**src/rtl/lsu_store_buffer_pkg.sv**
```systemverilog
// Shared definitions for the LSU store buffer: access-length encodings,
// buffer entry layout, default depth, and the size/extension helpers.
// Optional feature macro: LSU_SB_FWD_EN (store-to-load forwarding).
package lsu_store_buffer_pkg;

    // Access length encoding, shared with the data memory port.
    typedef enum logic [1:0] {
        LEN_BYTE = 2'd0,
        LEN_HALF = 2'd1,
        LEN_WORD = 2'd2
    } len_e;

    localparam int SB_DEPTH_DEFAULT = 4;

    // One buffered store: byte address, length code and data (low bytes significant).
    typedef struct packed {
        logic [31:0] addr;
        logic [1:0]  len;
        logic [31:0] data;
    } sb_entry_t;

    // Number of bytes touched by an access of the given length code.
    function automatic logic [2:0] size_of_len(input logic [1:0] len);
        case (len)
            LEN_BYTE: size_of_len = 3'd1;
            LEN_HALF: size_of_len = 3'd2;
            default:  size_of_len = 3'd4;
        endcase
    endfunction

    // Sign- or zero-extend the low bytes of a load to 32 bits.
    function automatic logic [31:0] extend_load(input logic [31:0] raw,
                                                input logic [1:0]  len,
                                                input logic        sgn);
        case (len)
            LEN_BYTE: extend_load = sgn ? {{24{raw[7]}}, raw[7:0]}   : {24'd0, raw[7:0]};
            LEN_HALF: extend_load = sgn ? {{16{raw[15]}}, raw[15:0]} : {16'd0, raw[15:0]};
            default:  extend_load = raw;
        endcase
    endfunction

endpackage

```
**src/rtl/lsu_sb_fifo.sv**
```systemverilog
// Store-buffer FIFO: entry storage, wrap-around pointers, occupancy count,
// full/empty flags, and a parallel view of every slot (entry, validity,
// age relative to the head) used by the load overlap search.
module lsu_sb_fifo
    import lsu_store_buffer_pkg::*;
#(
    parameter int DEPTH = SB_DEPTH_DEFAULT
) (
    input  logic                                  i_clk,
    input  logic                                  i_rst_n,
    input  logic                                  i_push,
    input  sb_entry_t                             i_push_entry,
    input  logic                                  i_pop,
    output sb_entry_t                             o_head,
    output sb_entry_t [DEPTH-1:0]                 o_entries,
    output logic [DEPTH-1:0]                      o_valid,
    output logic [DEPTH-1:0][$clog2(DEPTH)-1:0]   o_age,
    output logic                                  o_full,
    output logic                                  o_empty
);

    localparam int PW = $clog2(DEPTH);
    localparam logic [PW:0] FULL_COUNT = (PW+1)'(DEPTH);

    sb_entry_t      r_mem [DEPTH];
    logic [PW-1:0]  r_wr_ptr;
    logic [PW-1:0]  r_rd_ptr;
    logic [PW:0]    r_count;
    logic           w_do_push;
    logic           w_do_pop;

    assign o_full    = (r_count == FULL_COUNT);
    assign o_empty   = (r_count == '0);
    // A full buffer refuses a push even if the head leaves in the same cycle.
    assign w_do_push = i_push & ~o_full;
    assign w_do_pop  = i_pop & ~o_empty;
    assign o_head    = r_mem[r_rd_ptr];

    // Entry storage: written at the tail only; validity is tracked by the count.
    always_ff @(posedge i_clk) begin
        if (w_do_push) begin
            r_mem[r_wr_ptr] <= i_push_entry;
        end
    end

    // Pointer and occupancy bookkeeping; pointers wrap naturally (DEPTH is a power of two).
    always_ff @(posedge i_clk or negedge i_rst_n) begin
        if (!i_rst_n) begin
            r_wr_ptr <= '0;
            r_rd_ptr <= '0;
            r_count  <= '0;
        end else begin
            if (w_do_push) begin
                r_wr_ptr <= r_wr_ptr + PW'(1);
            end
            if (w_do_pop) begin
                r_rd_ptr <= r_rd_ptr + PW'(1);
            end
            case ({w_do_push, w_do_pop})
                2'b10:   r_count <= r_count + (PW+1)'(1);
                2'b01:   r_count <= r_count - (PW+1)'(1);
                default: r_count <= r_count;
            endcase
        end
    end

    // Parallel slot view: age 0 is the head (oldest), age count-1 the youngest.
    for (genvar gi = 0; gi < DEPTH; gi++) begin : g_view
        assign o_entries[gi] = r_mem[gi];
        assign o_age[gi]     = PW'(gi) - r_rd_ptr;
        assign o_valid[gi]   = ({1'b0, o_age[gi]} < r_count);
    end

endmodule

```
**src/rtl/lsu_store_buffer.sv**
```systemverilog
// LSU store buffer: queues stores and retires them as word-wide
// read-modify-writes whenever no load needs the memory port; serves loads
// from memory (or from the buffer when forwarding is built in) with
// sign/zero extension and a registered result.
// Optional feature macro: LSU_SB_FWD_EN (store-to-load forwarding).
module lsu_store_buffer
    import lsu_store_buffer_pkg::*;
#(
    parameter int DEPTH = SB_DEPTH_DEFAULT
) (
    input  logic        i_clk,
    input  logic        i_rst_n,
    input  logic        i_req_valid,
    input  logic        i_req_we,
    input  logic [1:0]  i_req_len,
    input  logic        i_req_signed,
    input  logic [31:0] i_req_addr,
    input  logic [31:0] i_req_wdata,
    output logic        o_stall,
    output logic [31:0] o_load_data,
    output logic        o_load_valid,
    output logic        o_sb_empty,
    output logic        o_dm_we,
    output logic [1:0]  o_dm_len,
    output logic [31:0] o_dm_addr,
    output logic [31:0] o_dm_wdata,
    input  logic [31:0] i_dm_rdata
);

    localparam int PW = $clog2(DEPTH);

    sb_entry_t                 w_head;
    sb_entry_t [DEPTH-1:0]     w_entries;
    sb_entry_t                 w_push_entry;
    logic [DEPTH-1:0]          w_valid;
    logic [DEPTH-1:0][PW-1:0]  w_age;
    logic                      w_full;
    logic                      w_empty;
    logic                      w_is_store;
    logic                      w_is_load;
    logic                      w_store_stall;
    logic                      w_load_stall;
    logic                      w_load_accept;
    logic                      w_push;
    logic                      w_pop;
    logic [32:0]               w_ld_end;
    logic [DEPTH-1:0]          w_overlap;
    logic                      w_yng_found;
    logic [PW-1:0]             w_yng_idx;
    logic [PW-1:0]             w_yng_age;
    logic                      w_fwd_hit;
    logic [31:0]               w_load_raw;
    logic [31:0]               w_merge_data;
    logic [2:0]                w_head_size;
    logic                      r_load_valid;
    logic [31:0]               r_load_data;

    assign w_is_store   = i_req_valid & i_req_we;
    assign w_is_load    = i_req_valid & ~i_req_we;
    assign w_push_entry = '{addr: i_req_addr, len: i_req_len, data: i_req_wdata};

    lsu_sb_fifo #(
        .DEPTH (DEPTH)
    ) u_fifo (
        .i_clk        (i_clk),
        .i_rst_n      (i_rst_n),
        .i_push       (w_push),
        .i_push_entry (w_push_entry),
        .i_pop        (w_pop),
        .o_head       (w_head),
        .o_entries    (w_entries),
        .o_valid      (w_valid),
        .o_age        (w_age),
        .o_full       (w_full),
        .o_empty      (w_empty)
    );

    // Byte-range overlap of the load against every valid entry; 33-bit ends avoid wrap.
    assign w_ld_end = {1'b0, i_req_addr} + 33'(size_of_len(i_req_len));
    for (genvar gi = 0; gi < DEPTH; gi++) begin : g_overlap
        logic [32:0] w_ent_end;
        assign w_ent_end     = {1'b0, w_entries[gi].addr} + 33'(size_of_len(w_entries[gi].len));
        assign w_overlap[gi] = w_valid[gi]
                             && ({1'b0, w_entries[gi].addr} < w_ld_end)
                             && ({1'b0, i_req_addr} < w_ent_end);
    end

    // Pick the youngest overlapping entry; it alone decides forward vs. stall.
    always_comb begin
        w_yng_found = 1'b0;
        w_yng_idx   = '0;
        w_yng_age   = '0;
        for (int i = 0; i < DEPTH; i++) begin
            if (w_overlap[i] && (!w_yng_found || (w_age[i] > w_yng_age))) begin
                w_yng_found = 1'b1;
                w_yng_idx   = PW'(i);
                w_yng_age   = w_age[i];
            end
        end
    end

`ifdef LSU_SB_FWD_EN
    // Forward only when the youngest overlapping store starts at the load address
    // and covers every byte of it; older stores are then fully shadowed.
    assign w_fwd_hit = w_yng_found
                     && (w_entries[w_yng_idx].addr == i_req_addr)
                     && (size_of_len(w_entries[w_yng_idx].len) >= size_of_len(i_req_len));
`else
    assign w_fwd_hit = 1'b0;
`endif

    assign w_load_raw    = w_fwd_hit ? w_entries[w_yng_idx].data : i_dm_rdata;
    assign w_store_stall = w_is_store & w_full;
    assign w_load_stall  = w_is_load & w_yng_found & ~w_fwd_hit;
    assign w_load_accept = w_is_load & ~w_load_stall;
    assign w_push        = w_is_store & ~w_full;
    // Drain whenever an accepted load is not holding the port; a stalled load drains.
    assign w_pop         = ~w_load_accept & ~w_empty;
    assign o_stall       = w_store_stall | w_load_stall;
    assign o_sb_empty    = w_empty;

    // Read-modify-write data: head's low bytes over the current memory word.
    assign w_head_size = size_of_len(w_head.len);
    for (genvar gi = 0; gi < 4; gi++) begin : g_merge
        assign w_merge_data[8*gi +: 8] = (3'(gi) < w_head_size) ? w_head.data[8*gi +: 8]
                                                                : i_dm_rdata[8*gi +: 8];
    end

    // Memory port arbitration: accepted load first, otherwise drain the head.
    always_comb begin
        o_dm_we    = 1'b0;
        o_dm_len   = LEN_WORD;
        o_dm_addr  = w_head.addr;
        o_dm_wdata = w_merge_data;
        if (w_load_accept) begin
            o_dm_len  = i_req_len;
            o_dm_addr = i_req_addr;
        end else if (!w_empty) begin
            o_dm_we = 1'b1;
        end
    end

    // Registered load result for write-back: one-cycle valid pulse per accepted load.
    always_ff @(posedge i_clk or negedge i_rst_n) begin
        if (!i_rst_n) begin
            r_load_valid <= 1'b0;
            r_load_data  <= '0;
        end else begin
            r_load_valid <= w_load_accept;
            if (w_load_accept) begin
                r_load_data <= extend_load(w_load_raw, i_req_len, i_req_signed);
            end
        end
    end

    assign o_load_valid = r_load_valid;
    assign o_load_data  = r_load_data;

endmodule

```
**config.mk**
```make
export PLATFORM = sky130hd
export DESIGN_NAME = lsu_store_buffer
export DESIGN_NICKNAME = d
export VERILOG_FILES = /design/src/rtl/lsu_store_buffer_pkg.sv /design/src/rtl/lsu_sb_fifo.sv /design/src/rtl/lsu_store_buffer.sv
export SDC_FILE = /design/constraint.sdc
export NUM_CORES = 1
export LEC_CHECK = 0
export CAP_MARGIN = 20
export CORE_MARGIN = 2
export CORE_UTILIZATION = 40
export DETAILED_ROUTE_END_ITERATION = 10
export MAX_ROUTING_LAYER = met4
export PLACE_DENSITY = 0.68
export SYNTH_ARGS = -nofsm -noshare
export SYNTH_HDL_FRONTEND = slang
export SYNTH_HIERARCHICAL = 1
export SYNTH_SLANG_ARGS = --single-unit
```
**constraint.sdc**
```tcl
create_clock -name i_clk -period 8.6 [get_ports i_clk]
set_clock_uncertainty 0.15 [all_clocks]
set_input_delay 1.72 -clock i_clk [delete_from_list [all_inputs] [get_ports i_clk]]
set_output_delay 1.72 -clock i_clk [all_outputs]
set_load 0.01 [all_outputs]
```
Yosys cells after proc, flatten, opt, wreduce, memory -nomap -nowiden
Memories as Yosys holds them, arrays and structs flattened.
Index checks and enable logic that the tools add are counted.

word-level totals
  register bits = 40
  memory bits (writable) = 264
  memories kept = 1

cells by class
  $add $sub $neg = 13
  $lt $le $gt $ge = 19
  equal/unequal tests = 9
  mux-type cells = 27
  bitwise operators = 15
  reduce and logical (&&, ||, !) cells = 25

memory list
  name          words  width  rd ports  clocked after Yosys merged registers in  wr ports  RTL line           RTL
  u_fifo.r_mem  4      66     5         0                                        1         lsu_sb_fifo.sv:25  sb_entry_t r_mem [DEPTH];

operators with widths
  cell                                                                          count
  32-bit by 33-bit less-than comparator with 1-bit output                       8
  32-bit by 3-bit adder with 33-bit output                                      5
  32-bit 2-to-1 mux                                                             3
  32-bit one-hot mux with 2 select lines                                        1
  3-bit one-hot mux with 2 select lines                                         7
  8-bit 2-to-1 mux                                                              4
  2-bit by 1-bit == test with 1-bit output (second input constant)              7
  2-bit logical NOT                                                             6
  2-bit by 3-bit less-than comparator with 1-bit output                         4
  1-bit logical AND                                                             11
  1-bit AND                                                                     9
  1-bit 2-to-1 mux                                                              8
  2-bit 2-to-1 mux                                                              4
  2-bit greater-than comparator                                                 3
  1-bit by 3-bit less-than comparator with 1-bit output (first input constant)  2
  2-bit by 3-bit less-than comparator with 1-bit output (first input constant)  2
  1-bit inverter                                                                5
  2-bit by 1-bit adder with 2-bit output (second input constant)                2
  1-bit by 2-bit subtractor with 2-bit output (first input constant)            2
  2-bit subtractor (first input constant)                                       2
  3-bit by 1-bit adder with 3-bit output (second input constant)                1
  3-bit == test (second input constant)                                         1
  1-bit logical NOT                                                             3
  3-bit logical NOT                                                             1
  other kinds (5)                                                               7

Depth between registers and ports, before layout
Gate-level depths: netlist (run 1).

  word-level depth = 27
  depth in mapped cells = 32

Cells and area by module
Netlist (run 1), hierarchy kept.

by module, submodules not included
  module            times used  cells an instance  area each (µm²)  seq. area each (µm²)
  lsu_store_buffer  1           1329               10839.1          825.8
  lsu_sb_fifo       1           405                10070.9          8102.8

Least setup slack after synthesis (run 1)
Ideal clock, no wire load.

  path kind = input -> output
  start = input port i_req_len[1]
  end = output port o_dm_addr[20]
  data arrival time = 6115 ps
  required time = 6730 ps
  slack = 615 ps
  cell stages on the path = 21
  buffers on the path = 4
  cells stage by stage = clkbuf_1 clkbuf_1 nand2b_1 fa_1 nor2b_1 o2111ai_2 nor4_4 nand3_1 xor2_1 ha_1 a21o_1 a21o_1 a21oi_1 nand4b_1 a2111oi_0 a221oi_1 o221ai_2 nor2_2 buf_6 buf_6 mux2_4

on the way
  cells in the longest elaborated chain, start to end = 23
  elaborated cells on any way between the ends = 39
  classes of those cells = add/sub (1); order compare (7); eq/ne (1); mux (9); bitwise (3); reduce/logical (18)

ends and longest elaborated chain
  element                                                                               RTL line                    RTL
  from (decl)                                                                           lsu_store_buffer.sv:15      input logic [1:0] i_req_len,
  2-bit by 1-bit == test with 1-bit output / 2-bit logical NOT (equally long branches)  lsu_store_buffer_pkg.sv:24  case (len)
  3-bit one-hot mux with 2 select lines *                                               lsu_store_buffer_pkg.sv:24
  32-bit by 3-bit adder with 33-bit output *                                            lsu_store_buffer.sv:79      assign w_ld_end = {1'b0, i_req_addr} + 33'(size_of_len(i_req_len));
  32-bit by 33-bit less-than comparator with 1-bit output                               lsu_store_buffer.sv:84      && ({1'b0, w_entries[gi].addr} < w_ld_end)
  1-bit logical AND                                                                     lsu_store_buffer.sv:84
  1-bit logical AND                                                                     lsu_store_buffer.sv:85      && ({1'b0, i_req_addr} < w_ent_end);
  2-bit 2-to-1 mux / 1-bit 2-to-1 mux (equally long branches)                           lsu_store_buffer.sv:94      if (w_overlap[i] && (!w_yng_found || (w_age[i] > w_yng_age))) begin
  2-bit greater-than comparator / 1-bit logical NOT (equally long branches)             lsu_store_buffer.sv:94
  (+7 left out)                                                                         --
  2-bit greater-than comparator / 1-bit logical NOT (equally long branches)             lsu_store_buffer.sv:94
  1-bit logical OR                                                                      lsu_store_buffer.sv:94
  1-bit logical AND                                                                     lsu_store_buffer.sv:94
  1-bit 2-to-1 mux *                                                                    lsu_store_buffer.sv:94
  1-bit AND *                                                                           lsu_store_buffer.sv:114     assign w_load_stall = w_is_load & w_yng_found & ~w_fwd_hit;
  1-bit inverter *                                                                      lsu_store_buffer.sv:115     assign w_load_accept = w_is_load & ~w_load_stall;
  1-bit AND *                                                                           lsu_store_buffer.sv:115
  32-bit 2-to-1 mux *                                                                   lsu_store_buffer.sv:135     if (w_load_accept) begin
  to (decl)                                                                             lsu_store_buffer.sv:25      output logic [31:0] o_dm_addr,

Every way passes the cells marked *; elsewhere a longest branch is shown, timed or not.

Worst setup path after layout (run 1)
  start = input port i_req_addr[0]
  end = output port o_dm_addr[25]

on the way
  cells in the longest elaborated chain, start to end = 21
  elaborated cells on any way between the ends = 40
  classes of those cells = add/sub (1); order compare (11); mux (8); bitwise (3); reduce/logical (17)

ends and longest elaborated chain
  element                                                                    RTL line                 RTL
  from (decl)                                                                lsu_store_buffer.sv:17   input logic [31:0] i_req_addr,
  32-bit by 3-bit adder with 33-bit output                                   lsu_store_buffer.sv:79
  32-bit by 33-bit less-than comparator with 1-bit output                    lsu_store_buffer.sv:84
  1-bit logical AND                                                          lsu_store_buffer.sv:84
  1-bit logical AND                                                          lsu_store_buffer.sv:85
  2-bit 2-to-1 mux / 1-bit 2-to-1 mux (equally long branches)                lsu_store_buffer.sv:94
  2-bit greater-than comparator / 1-bit logical NOT (equally long branches)  lsu_store_buffer.sv:94
  1-bit logical OR                                                           lsu_store_buffer.sv:94
  1-bit logical AND                                                          lsu_store_buffer.sv:94
  (+5 left out)                                                              --
  2-bit greater-than comparator / 1-bit logical NOT (equally long branches)  lsu_store_buffer.sv:94
  1-bit logical OR                                                           lsu_store_buffer.sv:94
  1-bit logical AND                                                          lsu_store_buffer.sv:94
  1-bit 2-to-1 mux *                                                         lsu_store_buffer.sv:94
  1-bit AND *                                                                lsu_store_buffer.sv:114
  1-bit inverter *                                                           lsu_store_buffer.sv:115
  1-bit AND *                                                                lsu_store_buffer.sv:115
  32-bit 2-to-1 mux *                                                        lsu_store_buffer.sv:135

Marks and branches as above.

==> impl_results.md, run 1 <==
* Type of origin of the critical path: primary input
* Tmin final at 8.426 ns
* Clock root cell: clkbuf_16
* Worst Tran Pin Value at 1.132 ns
* Post-Place Setup Slack at -0.5479 ns
* Syn Nets at 2111
* I/O Buffers at 204
* Final hold violation count at 0
* HPWL after detailed placement at 49.58 mm
* Crit path largest cell delay at 0.38 ns
* # DRC at 0
* Max-capacitance violation count at 0
* Worst path top cell family by delay: buffers and inverters
* Clock Pin Slew Worst Setup and Hold Paths at 0.06 ns
* Slew Limit Fails at 0
* Total gr overflow at 0
* Vias in the first global route at 16480
* Hold Crit Class: flop to flop
* Final WS setup at 0.1739 ns
* Global-route wire length before repair at 100.6 mm
* Critical path cell sequence: dlygate4sd2_1 -> ha_4 -> inv_1 -> fa_2 -> nor2b_2 -> buf_4 -> o2111ai_4 -> nor4_4 -> buf_4 -> nand3_2 -> xor2_2 -> ha_1 -> a21o_1 -> a21o_1 -> a21oi_2 -> nand4b_1 -> a2111oi_2 -> a221oi_2 -> o221ai_2 -> nor2_4 -> buf_4 -> bufbuf_16 -> mux2_4 -> dlygate4sd2_1
* Clock Tree Buf Depth at 3
* Post-Syn Area at 20900 µm²
* Largest net degree at the start of global routing at 67
* Leak at 10.16 nW
* Fmax achieved at 0.1187 GHz
* Power Dens Cells at 242.0 nW/µm²
* WS Path Type: primary input to output pin
* Worst Hold Launch: o_load_data[0]$_DFFE_PN0P_
* Hold Buf Count CTS at 0
* CTS Sinks at 304
* DIE AREA at 54080 µm²
* Unrepaired setup endpoints after global routing: no
* Share of cells above drive strength 1 at 19.66%
* Die Span X at 232.6 µm
* Routed vias at 16180
* GRT Resource Usage Total at 25.38%
* # rows at 83
* Worst rel slew slack at 24.51%
* Crit path required time at 6.73 ns
* Setup-failing EPs final at 0
* Chip height at 232.6 µm
* Cell mode on critical path: buf_4
* DR vias/cell at 5.812
* WL/cell at 24.07 µm
* Drt total wl at 66.99 mm
* Outcome: complete, no violations
* Num CTS Buffers at 35
* Clock Latency Late Sink at 0.55 ns
* Peak VDD IR at 0.1823 mV
* P&R area growth vs syn at 25.87%
* Worst Path Buf+Inv at 7
* H-tree depth at 2
* Final worst path period share at 97.98%
* Crit end category: output pin
* DRT antenna net count at 0
* Initial core utilization at 40.57%
* Post-DP Area at 24570 µm²
* Critical path origin: i_req_addr[0]
* Antenna violations before repair at 2
* Synthesis warning total at 6
* Cell area after layout at 26300 µm²
* Syn Area/Cell at 12.06 µm²
* RePlAce Congestion at 0.9744
* Crit Path Max Fanout at 6
* Boundary Pins at 205
* DR pass1 iterations at 5
* Post-Syn Instances at 1732
* Initial DRC count at 1188
* Area of the core at 51510 µm²
* CTS tree: yes
* CP max stage cell: nor4_4
* Critical path data arrival time at 6.56 ns
* Final #Nets at 2453
* RR Startpoint: u_fifo/r_mem[2][32]$_DFFE_PP_
* Hold slack at 0.3546 ns
## sequential cells by signal (all words and copies together) (netlist names)
name / cells
u_fifo/r_rd_ptr: 2
u_fifo/r_count: 3
u_fifo/r_wr_ptr: 2
o_load_valid: 1
u_fifo/r_mem: 264
o_load_data: 32
## through the flow
step	std cells	power (W)	setup TNS, ns	util (%)
CTS	2770	0.006363	0	50.28
floorplan	1732	0.003624	0	-
detailed placement	2697	0.004876	-17.65	47.70
global route	2783	0.006703	0	51.06
finish	2783	0.006366	0	51.06
global placement	2697	0.004820	-14.41	47.70
## layout make-up
| class | count | area (µm²) |
|---|---|---|
| multi-input combinational | 1318 | 11870 |
| fill | 4535 | 25210 |
| clock inverter | 20 | 201.4 |
| clock buffer | 44 | 952.2 |
| tap | 680 | 850.8 |
| timing repair buffer | 354 | 3252 |
| antenna | 2 | 5.005 |
| sequential | 304 | 8936 |
| inverter | 61 | 229.0 |
## final timing paths
path | endpoint | cells after the start | slack [ns]
min in group asynchronous | o_load_data[29]$_DFFE_PN0P_ | 1 | 1.01
worst max-delay path | o_dm_addr[25] | 24 | 0.17
worst min-delay path | o_load_data[0]$_DFFE_PN0P_ | 1 | 0.35
worst min register to register | o_load_data[0]$_DFFE_PN0P_ | 1 | 0.35
worst max register to register | u_fifo/r_count[2]$_DFFE_PN0P_ | 32 | 1.60
max in group asynchronous | u_fifo/r_rd_ptr[1]$_DFFE_PN0P_ | 2 | 6.77
## repair_timing
item,4_1_cts,5_1_grt
setup buffers,8,7
gates resized for setup,67,55
endpoints found under the hold margin,0,0
pin swaps,9,20
gates cloned,1,2
endpoints found under the setup margin,36,36
## where the power goes
group / internal, W / switching (W)
Combinational: 0.00147 / 0.00126
Clock: 0.000884 / 0.000622
Sequential: 0.00186 / 0.000273
Total: 0.00421 / 0.00216
## metal layers
| layer | GRT usage (%) | routed length [µm] | vias up |
|---|---|---|---|
| met4 | 8.221 | 2161 | 0 |
| li1 | - | - | 7362 |
| met3 | 4.412 | 4562 | 120 |
| met1 | 33.60 | 29260 | 8103 |
| met2 | 39.65 | 31010 | 591 |
| met5 | - | 0 | - |
## layout by cell type (no fill, tap or decap), types with 14 or more instances in the layout
cell / count
ha_1: 267
edfxtp_1: 264
clkdlybuf4s50_1: 162
buf_4: 141
nand2_1: 121
xor2_1: 101
a21oi_1: 95
nor2_1: 77
mux4_2: 66
nand4_1: 65
inv_1: 61
mux2_2: 61
nand3_1: 56
o21ai_0: 55
xnor2_1: 44
clkbuf_16: 39
dfrtp_1: 38
dlygate4sd2_1: 34
and3_1: 25
a21o_1: 24
nor2b_1: 18
mux2i_1: 18
and4_1: 14
Power figures use the tool's default switching activity.
==> run 2, diff against run 1 <==
==> constraint.sdc (replaced) <==
create_clock -name i_clk -period 10.3 [get_ports i_clk]
set_clock_uncertainty 0.15 [all_clocks]
set_input_delay 2.06 -clock i_clk [delete_from_list [all_inputs] [get_ports i_clk]]
set_output_delay 2.06 -clock i_clk [all_outputs]
set_load 0.01 [all_outputs]
==> impl_results.md, run 2 (synthesis results as in run 1) <==
* RePlAce Congestion at 0.9811 (+0.69%)
* Most common cell after layout, fill and taps aside: ha_1
* Crit path largest cell delay at 0.55 ns (+0.17 ns)
* Crit end category: output pin
* Hold Crit Class: flop to flop
* Initial core utilization at 40.57% (unchanged)
* Hold Buf Count CTS at 0 (unchanged)
* Setup-failing EPs final at 0 (unchanged)
* P&R area growth vs syn at 20.83%
* Worst path top cell family by delay: buffers and inverters
* Num CTS Buffers at 35 (unchanged)
* Fmax achieved at 0.1010 GHz
* Reg with most FFs: u_fifo/r_mem
* Final #Nets at 2356 (-4.0%)
* CTS tree: yes
* Clock Tree Buf Depth at 3 (unchanged)
* Power Dens Cells at 210.5 nW/µm² (-13%)
* # rows at 83 (unchanged)
* HPWL after detailed placement at 48.09 mm (-3.0%)
* CTS Sinks at 304 (unchanged)
* Fin cells at 2687 (-3.4%)
* CP max stage cell: clkdlybuf4s50_1
* Chip height at 232.6 µm (unchanged)
* Internal reg-to-reg setup slack at 2.81 ns (+1.21 ns)
* Filler cells at 4612 (+1.7%)
* Critical path data arrival time at 7.69 ns (+1.13 ns)
* Crit path required time at 8.09 ns (+1.36 ns)
* Initial DRC count at 1203 (+1.3%)
* Type of origin of the critical path: primary input
* Boundary Pins at 205 (unchanged)
* WS Path Type: primary input to output pin
* Routed vias at 15460 (-4.4%)
* DRT antenna net count at 0 (unchanged)
* Share of cells above drive strength 1 at 13.42% (-6.2 points)
* Worst Tran Pin Value at 1.055 ns (-0.07747 ns)
* Placed cell count at 2616 (-3.0%)
* Most frequent cells in the layout: ha_1, edfxtp_1, clkdlybuf4s50_1, nand2_1, xor2_1
* DR pass1 iterations at 8 (+3)
* # DRC at 0 (unchanged)
* Antenna violations before repair at 3 (+1)
* Leak at 9.541 nW (-6.1%)
* Worst Path Buf+Inv at 6 (-1)
* Fin Setup TNS at 0 ns (unchanged)
* Total gr overflow at 0 (unchanged)
* Vias in the first global route at 15670 (-4.9%)
* Clock root cell: clkbuf_16
* Tmin final at 9.902 ns
* Die Span X at 232.6 µm (unchanged)
* Critical path origin: i_req_len[1]
* Worst Hold Launch: o_load_data[3]$_DFFE_PN0P_
* Peak VDD IR at 0.1937 mV (+6.2%)
* Largest net degree at the start of global routing at 59 (-12%)
* RR Startpoint: u_fifo/r_mem[0][33]$_DFFE_PP_
* Clock Latency Late Sink at 0.54 ns (about the same)
* Max reg flops at 264 (unchanged)
* Global-route wire length before repair at 96.46 mm (-4.1%)
* Crit Path Max Fanout at 43 (+37)
* I/O Buffers at 204 (unchanged)
* Final core utilization at 49.01% (-2.0 points)
* WL/cell at 23.93 µm (-0.59%)
* DIE AREA at 54080 µm² (unchanged)
* Final hold violation count at 0 (unchanged)
* Final worst path period share at 96.14%
* Max-capacitance violation count at 0 (unchanged)
* Drt total wl at 64.30 mm (-4.0%)
* Worst rel slew slack at 29.67% (+5.2 points)
* Outcome: complete, no violations
* Critical path cell sequence: clkdlybuf4s50_1 -> nor2_1 -> ha_1 -> inv_1 -> fa_1 -> nor2b_1 -> buf_4 -> o2111ai_2 -> nor4_4 -> buf_4 -> nand3_1 -> xor2_2 -> ha_1 -> a21o_1 -> a21oi_1 -> nand4b_1 -> a2111oi_1 -> a221oi_1 -> o221ai_2 -> nor2_4 -> buf_12 -> mux2_2 -> clkdlybuf4s50_1
* Hold slack at 0.3566 ns (+0.002093 ns)
* Area of the core at 51510 µm² (unchanged)
* Slew Limit Fails at 0 (unchanged)
* DR vias/cell at 5.753 (-1.0%)
* GRT Resource Usage Total at 24.59% (-0.79 points)
* Clock Pin Slew Worst Setup and Hold Paths at 0.06 ns (about the same)
* H-tree depth at 2 (unchanged)
run 2: changes by cell type in the layout (fill, tap and decap cells not counted), sizes merged:
| cell | before | now |
|---|---|---|
| bufbuf | 1 | 0 |
| clkinv | 12 | 10 |
| buf | 148 | 54 |
| dlygate4sd2 | 34 | 0 |
| bufinv | 3 | 4 |
| clkbuf | 48 | 46 |
| dlymetal6s2s | 3 | 0 |
| clkdlybuf4s15 | 2 | 0 |
| diode | 2 | 3 |
| clkinvlp | 2 | 1 |
| clkdlybuf4s50 | 162 | 203 |
run 2: final timing paths:
path,cells past startpoint,endpoint
min in group asynchronous,1,o_load_data[2]$_DFFE_PN0P_
max,23,o_dm_addr[31]
max reg2reg,27,u_fifo/r_count[2]$_DFFE_PN0P_
min reg2reg,1,o_load_data[3]$_DFFE_PN0P_
min,1,o_load_data[3]$_DFFE_PN0P_
max in group asynchronous,2,u_fifo/r_rd_ptr[1]$_DFFE_PN0P_
run 2: where the power goes:
part           internal, W  leakage [nW]  total, W  switching [W]
Clock             0.000785         0.593   0.00130       0.000520
Combinational      0.00121          6.08   0.00225        0.00104
Sequential         0.00155          2.87   0.00176       0.000208
run 2: cell type report:
type                            count  area [µm²]  share of cell area [%]
Antenna cell                        3       7.507                 0.02974
Clock buffer                       46       989.7                   3.920
Clock inverter                     18       220.2                  0.8722
Inverter                           61       229.0                  0.9069
Multi-Input combinational cell   1318       11550                   45.75
Sequential cell                   304        8936                   35.40
Tap cell                          680       850.8                   3.370
Timing Repair Buffer              257        2464                   9.758
run 2: layer usage:
| metal | vias up | global-route usage (%) | wire length, µm |
|---|---|---|---|
| met4 | 0 | 9.017 | 2380 |
| met5 | - | - | 0 |
| met1 | 7624 | 32.18 | 28020 |
| met3 | 112 | 5.551 | 5104 |
| li1 | 7176 | - | - |
| met2 | 546 | 37.38 | 28790 |
run 2: what timing repair did:
action                                  in CTS  in global routing
endpoints found under the setup margin       0                 34
gates resized for setup                      0                  4
setup buffers                                0                  2
hold endpoints to repair                     0                  0
run 2: stage by stage:
stage	power [W]	cell area (µm²)	setup WS [ns]
2_1_floorplan	0.003026	20900	1.635
3_3_place_gp	0.003997	23960	0.3268
3_5_place_dp	0.004029	23960	0.1916
4_1_cts	0.005359	25170	0.1858
5_1_grt	0.005601	25250	-0.007962
6_report	0.005315	25250	0.3978
